$ cat src/rtl/data_mem_io_if.sv
// Core load/store bus plus the TX byte stream of the data memory / IO block.
// master = core and byte sink side, slave = data_mem_io.
interface data_mem_io_if;
    logic        memwrite;
    logic [31:0] addr;
    logic [31:0] writedata;
    logic [31:0] readdata;
    logic        tx_valid;
    logic [7:0]  tx_data;
    logic        tx_ready;

    modport master (
        output memwrite, addr, writedata, tx_ready,
        input  readdata, tx_valid, tx_data
    );

    modport slave (
        input  memwrite, addr, writedata, tx_ready,
        output readdata, tx_valid, tx_data
    );
endinterface

$ cat src/rtl/data_mem_io.sv
// Data RAM plus memory-mapped IO: LED register, free-running timer with
// compare interrupt, and a byte TX FIFO. Every access completes in the cycle
// it is presented; loads are combinational.
module data_mem_io #(
    parameter int RAM_WORDS  = 64,
    parameter int FIFO_DEPTH = 4
) (
    input  logic          clk,
    input  logic          reset,
    data_mem_io_if.slave  bus,
    output logic [7:0]    leds,
    output logic          irq
);
    localparam int AW = $clog2(RAM_WORDS);
    localparam int PW = $clog2(FIFO_DEPTH);
    localparam logic [PW:0] FIFO_FULL = (PW+1)'(FIFO_DEPTH);

    // Word addresses (byte address >> 2) of the IO registers.
    localparam logic [29:0] W_LED    = 30'h3FFF_FFC0;
    localparam logic [29:0] W_TCOUNT = 30'h3FFF_FFC1;
    localparam logic [29:0] W_TCMP   = 30'h3FFF_FFC2;
    localparam logic [29:0] W_TX     = 30'h3FFF_FFC3;
    localparam logic [29:0] W_IRQ    = 30'h3FFF_FFC4;

    logic [29:0]    word;
    logic           ram_hit;
    logic [AW-1:0]  ram_idx;
    logic           unused_addr_lsbs;

    assign word             = bus.addr[31:2];
    assign ram_hit          = (bus.addr[31:AW+2] == '0);
    assign ram_idx          = bus.addr[AW+1:2];
    assign unused_addr_lsbs = ^bus.addr[1:0];

    logic ram_we, led_we, tcount_we, tcmp_we, tx_we, irq_we;
    assign ram_we    = bus.memwrite && ram_hit;
    assign led_we    = bus.memwrite && (word == W_LED);
    assign tcount_we = bus.memwrite && (word == W_TCOUNT);
    assign tcmp_we   = bus.memwrite && (word == W_TCMP);
    assign tx_we     = bus.memwrite && (word == W_TX);
    assign irq_we    = bus.memwrite && (word == W_IRQ);

    logic [31:0] ram [RAM_WORDS];
    logic [31:0] tcount, tcmp;
    logic        match;

    logic [7:0]    fifo_mem [FIFO_DEPTH];
    logic [PW-1:0] wr_ptr, rd_ptr;
    logic [PW:0]   count;
    logic          overflow;
    logic          empty, full, pop, push_ok, drop;

    assign match   = (tcmp != '0) && (tcount == tcmp);
    assign empty   = (count == '0);
    assign full    = (count == FIFO_FULL);
    assign pop     = !empty && bus.tx_ready;
    assign push_ok = tx_we && (!full || pop);
    assign drop    = tx_we && !push_ok;

    // Data RAM write port; writes are held off while reset is asserted.
    // NOTE: the RAM array has no reset branch - clearing a memory is costly and contents are only defined by stores.
    always_ff @(posedge clk) begin
        if (reset && ram_we)
            ram[ram_idx] <= bus.writedata;
    end

    // LED, timer and compare registers.
    // NOTE: sequential state uses non-blocking (<=); combinational blocks use blocking (=).
    always_ff @(posedge clk or negedge reset) begin
        if (!reset) begin
            leds   <= '0;
            tcount <= '0;
            tcmp   <= '0;
        end else begin
            if (led_we)  leds <= bus.writedata[7:0];
            if (tcmp_we) tcmp <= bus.writedata;
            tcount <= tcount_we ? bus.writedata : tcount + 32'd1;
        end
    end

    // Sticky interrupt: a match in the same cycle as a clear keeps it set.
    always_ff @(posedge clk or negedge reset) begin
        if (!reset)
            irq <= 1'b0;
        else if (match)
            irq <= 1'b1;
        else if (irq_we && bus.writedata[0])
            irq <= 1'b0;
    end

    // TX FIFO storage, cleared so tx_data reads 0 after reset.
    always_ff @(posedge clk or negedge reset) begin
        if (!reset) begin
            for (int i = 0; i < FIFO_DEPTH; i++)
                fifo_mem[i] <= '0;
        end else if (push_ok) begin
            fifo_mem[wr_ptr] <= bus.writedata[7:0];
        end
    end

    // TX FIFO pointers, occupancy and sticky overflow (a drop beats a clear).
    always_ff @(posedge clk or negedge reset) begin
        if (!reset) begin
            wr_ptr   <= '0;
            rd_ptr   <= '0;
            count    <= '0;
            overflow <= 1'b0;
        end else begin
            if (push_ok) wr_ptr <= wr_ptr + 1'b1;
            if (pop)     rd_ptr <= rd_ptr + 1'b1;
            case ({push_ok, pop})
                2'b10:   count <= count + 1'b1;
                2'b01:   count <= count - 1'b1;
                default: count <= count;
            endcase
            if (drop)
                overflow <= 1'b1;
            else if (tx_we && bus.writedata[8])
                overflow <= 1'b0;
        end
    end

    assign bus.tx_valid = !empty;
    assign bus.tx_data  = fifo_mem[rd_ptr];

    // Zero-latency load mux; unmapped addresses read as 0.
    // NOTE: readdata gets a default first so no path through this block infers a latch.
    always_comb begin
        bus.readdata = '0;
        if (ram_hit) begin
            bus.readdata = ram[ram_idx];
        end else begin
            case (word)
                W_LED:    bus.readdata = {24'b0, leds};
                W_TCOUNT: bus.readdata = tcount;
                W_TCMP:   bus.readdata = tcmp;
                W_TX:     bus.readdata = {28'b0, overflow, full, empty, 1'b0};
                W_IRQ:    bus.readdata = {31'b0, irq};
                default:  bus.readdata = '0;
            endcase
        end
    end
endmodule

$ cat src/flat_wrapper.sv
// flat-port wrapper written by rule: the top's interface ports become plain ports
module data_mem_io_flat 
#(
    parameter int RAM_WORDS  = 64,
    parameter int FIFO_DEPTH = 4
)
  (clk, reset, leds, irq, bus_memwrite, bus_addr, bus_writedata, bus_tx_ready, bus_readdata, bus_tx_valid, bus_tx_data);
  data_mem_io_if bus_i ();
  input  logic clk;
  input  logic reset;
  output logic [7:0] leds;
  output logic irq;
  input wire logic [$bits(bus_i.memwrite)-1:0] bus_memwrite;
  input wire logic [$bits(bus_i.addr)-1:0] bus_addr;
  input wire logic [$bits(bus_i.writedata)-1:0] bus_writedata;
  input wire logic [$bits(bus_i.tx_ready)-1:0] bus_tx_ready;
  output wire logic [$bits(bus_i.readdata)-1:0] bus_readdata;
  output wire logic [$bits(bus_i.tx_valid)-1:0] bus_tx_valid;
  output wire logic [$bits(bus_i.tx_data)-1:0] bus_tx_data;
  assign bus_i.memwrite = bus_memwrite;
  assign bus_i.addr = bus_addr;
  assign bus_i.writedata = bus_writedata;
  assign bus_i.tx_ready = bus_tx_ready;
  assign bus_readdata = bus_i.readdata;
  assign bus_tx_valid = bus_i.tx_valid;
  assign bus_tx_data = bus_i.tx_data;
  data_mem_io #(.RAM_WORDS(RAM_WORDS), .FIFO_DEPTH(FIFO_DEPTH)) u_core (.clk(clk), .reset(reset), .bus(bus_i), .leds(leds), .irq(irq));
endmodule
$ cat config.mk
export PLATFORM = sky130hd
export DESIGN_NAME = data_mem_io_flat
export DESIGN_NICKNAME = d
export VERILOG_FILES = /design/src/rtl/data_mem_io_if.sv /design/src/rtl/data_mem_io.sv /design/src/flat_wrapper.sv
export SDC_FILE = /design/constraint.sdc
export NUM_CORES = 2
export LEC_CHECK = 0
export BUFFER_PORTS_ARGS = -buffer_cell sky130_fd_sc_hd__buf_4
export CORE_AREA = 2 2 311 620
export DETAILED_ROUTE_END_ITERATION = 6
export DIE_AREA = 0 0 313 622
export PLACE_DENSITY_LB_ADDON = 0.05
export RECOVER_POWER = 50
export SYNTH_ARGS = -nofsm -noshare
export SYNTH_HDL_FRONTEND = slang
export SYNTH_SLANG_ARGS = --single-unit
$ cat constraint.sdc
create_clock -name clk -period 3.1 [get_ports clk]
set_input_delay 0.465 -clock clk [delete_from_list [all_inputs] [get_ports clk]]
set_output_delay 0.465 -clock clk [all_outputs]
set_load 0.02 [all_outputs]
After elaboration in Yosys (flattened, before gate mapping)

Memories as Yosys holds them, arrays and structs flattened.
Index checks and enable logic that the tools add are counted.

Output and inout port bits: 50
Memories kept: 1
Register bits after elaboration: 113
RAM bits: 2048

Mux-type cells: 16
Bitwise operators: 2
$add $sub $neg: 5
Eq/ne operators: 9
Reductions and logical operators: 24
Magnitude comparators: 3

Memory list:

| memory     | words | width | read ports | clocked after memory_dff | wr ports | RTL line          | RTL |
|---|---|---|---|---|---|---|---|
| u_core.ram | 64    | 32    | 1          | 0                        | 1        | data_mem_io.sv:43 | `logic [31:0] ram [RAM_WORDS];` |

Operators by type and width:

| operator                                                    | count |
|---|---|
| one-hot mux 32 bit (5 select lines)                         | 1 |
| equality test 30 bit (second input constant)                | 5 |
| two-way mux 32 bit                                          | 2 |
| adder 32 x 1 -> 32 bit (second input constant)              | 1 |
| bitwise mux 32 bit                                          | 1 |
| equality test 32 bit                                        | 1 |
| nonzero test 32 bit                                         | 1 |
| logical NOT 24 bit                                          | 1 |
| two-way mux 8 bit                                           | 3 |
| binary-select mux 8 bit (select 2 bit)                      | 1 |
| demux 8 bit (select 2 bit)                                  | 1 |
| logical AND 1 bit                                           | 14 |
| >= comparator 3 bit (second input constant)                 | 2 |
| two-way mux 1 bit                                           | 6 |
| NOT 2 -> 3 bit                                              | 2 |
| one-hot mux 3 bit (2 select lines)                          | 1 |
| nonzero test 2 bit                                          | 3 |
| adder 2 x 1 -> 2 bit (second input constant)                | 2 |
| adder 3 x 1 -> 3 bit (second input constant)                | 1 |
| equality test 3 bit (second input constant)                 | 1 |
| logical NOT 1 bit                                           | 3 |
| logical NOT 3 bit                                           | 1 |
| less-than comparator 3 x 1 -> 1 bit (second input constant) | 1 |
| subtractor 3 x 1 -> 3 bit (second input constant)           | 1 |
| 3 further kinds                                             | 3 |

Logic depth before layout (Yosys ltp)

Depth after elaboration: 8
Depth in mapped cells: 11

Least setup slack after synthesis

Ideal clock, no wire load.

Kind: input port to flip-flop
From: in bus_addr[4]
To: mem u_core.ram[13][0], enable pin
Stages on the path: 10
Slack: -0.704 ns
Arrival time: 3.383 ns
Data required time: 2.679 ns
Cell sequence: buf_2 buf_4 buf_2 buf_2 buf_4 buf_2 nand3_1 nor2_1 nand2_1 nor2_1

RTL lines:

| element            | RTL line           | RTL |
|---|---|---|
| start: declaration | flat_wrapper.sv:14 | `input wire logic [$bits(bus_i.addr)-1:0] bus_addr;` |
| end: declaration   | data_mem_io.sv:43  |  |

No word-level cell before the write port.

Worst setup path after layout

From: mem u_core.ram[46][0]
To: out bus_readdata[0]

Longest elaborated chain between the ends: 2

Ends and longest elaborated chain:

| element                   | RTL line           | RTL |
|---|---|---|
| memory read (64 x 32 bit) | n/a                |  |
| two-way mux 32 bit        | data_mem_io.sv:130 | `if (ram_hit) begin` |
| end: declaration          | flat_wrapper.sv:17 | `output wire logic [$bits(bus_i.readdata)-1:0] bus_readdata;` |

Every way passes these cells.

==> run summary <==
Xor/xnor cell area share of the yosys netlist = 0.00701
Seq/Total Area, Yosys = 0.757
Total gr overflow = 0
Post-DP HPWL = 189000 um
Initial core utilization = 0.448
CTS tree = yes
Mux share of post-synthesis cell area = 0.0768
CP max FO = 1
Max_slew headroom = -1.20
M1 WL = 103000 um
Die ar. = 195000 sq um
Final Power = 0.0605 W
Met3 WL = 13300 um
IO Count = 118
Type of origin of the critical path = flip-flop
Delay-heaviest family, CP = multiplexers
Via count = 51600
Clk_skew = 20.3 ps
Die height = 622 um
Avg WL per Cell = 33.8 um
HP Class = in -> reg
Buffers on Ports = 115
Ys async rst share = 0.0523
H-Tree Depth = 4
Mean Syn Cell Area = 16.8 sq um
Max Buffers Root-to-Sink = 4
Syn nets = 5131
Final Util = 0.557
Logic gate share of total power = 0.072
CP Data Arrival Time = 3110 ps
Mapped Area = 85000 sq um
Main flop type after synthesis = edfxtp_1
TritonCTS buffer count = 196
Number of flops mapped to enable cells by yosys = 2048
Clock Latency Late Sink = 870 ps
Fillers = 14900
Area share of the largest cell type after synthesis = 0.723
Post-synthesis adder-cell area fraction = 0.00112
Crit share post-route = 1.15
Mapped Cells = 5056
Die X = 313 um
Worst-Margin Slew = 3290 ps
CP max-delay cell = mux4_2
Sequential power share = 0.530
Share of power burned in the clock network = 0.397
Simple-Gate Fraction of Synth Area = 0.0355
WHS = 481 ps
Placed inst area = 96000 sq um
P_sw = 0.0135 W
Initial antenna violation count = 4
Drt first pass iters = 7
Status = finished with violations
Yosys cell types = 73
Final Hold Violating Endpoints = 0
Final ANT Viol Nets = 0
Sw Share = 0.224
Main combinational cell family by area after synthesis = compound AO/OA/AOI/OAI gates
Fin worst setup slack = -474 ps
Design Area, Final = 106000 sq um
Pint = 0.0469 W
Final #Nets = 5924
Global-route wire length before repair = 397000 um
Largest net degree at the start of global routing = 73
Top Metal Used = met4
Routability cong. = 0.962
Max-Cap Viols = 32
Setup WS pre-CTS = -1200 ps
Req. time, crit path = 2630 ps
P_leak = 36.6 nW
Top cells by area, synth = edfxtp_1 72%, mux2i_1 5.9%, dfrtp_1 3.3%
DRC viols = 3
Final Max Tran Viols = 2130
Share of layout cells above drive strength 1 = 0.284
Compound-gate portion of the synthesized area = 0.103
Peak VDD IR = 0.525 mV
WS Path Type = reg -> out
Crit-path cells = mux4_2 > mux2i_4 > o22ai_4 > or3_1 > o32a_1 > buf_6
Core area = 190000 sq um
#FFs+latches synth = 2161
Root Buffer = clkbuf_16
Via density = 6.06
Drt initial violations = 4530
Rows = 226
Count of final setup violators = 32
Crit. End Element = output port
Failing checks = design-rule violations, max-capacitance violations, max-slew violations, negative setup slack
Cell taking the most area after synthesis = edfxtp_1
RSZ-0062 raised after global routing = true
Power per cell area = 572 nW/um^2
Slowest Stage Delay on Critical Path = 510 ps
Clk slew on worst S/H paths = 70 ps
Highest clock rate = 0.280 GHz
Number of global-route vias before repair = 52100
Fin crit period = 3570 ps
YS warnings = 0
GRT Overall Usage = 0.289
Met2 wire len = 155000 um
Sum of buffers and inverters on the critical path = 1
Total wire length = 287000 um
CTS sink cnt = 2161
Syn-to-layout area delta = 24.3%
## layout make-up
type,count,area [sq um],area share
sequential,2161,64300,0.609
timing repair buffer,959,10300,0.0979
clock buffer,231,5110,0.0484
tap,2508,3140,0.0297
inverter,31,125,0.00118
multi-input combinational,2500,21600,0.204
antenna,4,10.0,0.0000947
clock inverter,118,1050,0.00996
## cells in the final DEF (no fill, tap or decap), types with 19 or more instances in the layout
master	n
a22oi_2	38
inv_1	29
xnor2_1	29
dfrtp_1	112
o211a_1	20
a22o_1	86
clkbuf_2	31
a221oi_1	140
mux2_4	33
o31a_1	21
a221o_1	61
nand2_1	132
o21ai_0	63
nand3_1	25
o22ai_2	34
buf_12	182
xor2_1	39
a211o_1	20
mux2i_1	474
nand4_1	30
clkbuf_1	39
nor2_1	191
edfxtp_1	2048
mux4_2	19
clkbuf_16	204
mux2_2	44
o22ai_1	268
a221oi_2	35
clkinv_2	34
nor2_4	82
buf_4	620
buf_6	72
clkinv_1	39
a21oi_1	91
nor4_4	28
a22oi_1	165
nor4_1	24
## final timing paths
path                                         from           endpoint  slack [ps]  cells after the start
worst max register to register  u_core.tcount[10]  u_core.tcount[31]         570                      6
max in group asynchronous                   reset     u_core.leds[0]         540                      4
worst min register to register    u_core.count[2]    u_core.count[2]         500                      1
min in group asynchronous                   reset    u_core.tcmp[27]        1000                      3
worst min-delay path                  bus_addr[4]         u_core.irq         480                      6
worst max-delay path            u_core.ram[46][0]    bus_readdata[0]        -470                      6
## layer usage
metal	GRT usage	vias to the layer above
met3	0.0296	575
met4	0.143	0
met1	0.332	27000
li1	-	22100
met2	0.532	1849
met5	0	-
## flip-flops by register name, indices dropped and copies added (netlist names)
| register | cells |
|---|---|
| u_core.ram | 2048 |
| u_core.fifo_mem | 32 |
| u_core.tcmp | 32 |
| u_core.tcount | 32 |
| u_core.leds | 8 |
| u_core.count | 3 |
| u_core.rd_ptr | 2 |
| u_core.wr_ptr | 2 |
| u_core.irq | 1 |
| u_core.overflow | 1 |
## power by group through the flow
stage	registers (W)	logic (W)	clock network (W)
after floorplan	0.0326	0.00165	0
after global placement	0.0327	0.00387	0
after detailed placement	0.0327	0.00389	0
after CTS	0.0320	0.00424	0.0244
after global routing	0.0321	0.00459	0.0253
final	0.0321	0.00438	0.0240
## per-stage QoR
stage	instances	TNS (ps)
finish	8512	-7610
global route	8510	-9460
CTS	8460	-8650
detailed placement	8073	-34300
global placement	8073	-33370
floorplan	5056	-342830
## cells by family after synthesis
logic type / after synthesis
AO/OA/AOI/OAI: 1194
XOR/XNOR: 68
adder cells (fa/ha/maj): 7
buffers and inverters: 395
flip-flops: 2161
multiplexers: 606
AND/OR/NAND/NOR: 625
## synthesized netlist by cell type, types with 7 or more instances
master	instances
edfxtp_1	2048
mux2i_1	503
o22ai_1	313
nor2_1	261
a22oi_1	203
clkbuf_1	194
a221oi_1	175
nand2_1	149
buf_2	116
dfrtp_1	113
a21oi_1	106
a22o_1	87
o21ai_0	79
a221o_1	61
nor4_1	51
mux2_2	45
buf_1	39
xor2_1	39
mux2_4	32
inv_1	30
nand4_1	30
xnor2_1	29
nand3_1	27
a211o_1	26
a31oi_1	24
o211a_1	21
o31a_1	21
mux4_2	19
nor2_2	19
o32ai_1	18
o31ai_1	13
buf_4	11
nor3_1	10
o221ai_1	9
nand2b_1	8
nor2b_1	8
o2bb2ai_1	8
and3_1	7
mux2_1	7
nor3b_1	7
## worst register-to-register path, delay by kind of cell (launching register included)
kind	cells	cell delay, ps
AOI/OAI and AO/OA	1	160
xor gates and xnor gates	1	170
DFF	1	530
and+or+nand+nor	4	1580
## what timing repair did
item / 4_1_cts / 5_1_grt
hold buffers: 5 / 0
pin swaps: 147 / 135
cloned: 11 / 5
endpoints found under the hold margin: 83 / 0
setup buffers: 37 / 53
resized for setup: 352 / 153
setup endpoints to repair: 32 / 32
Power figures use the tool's default switching activity.
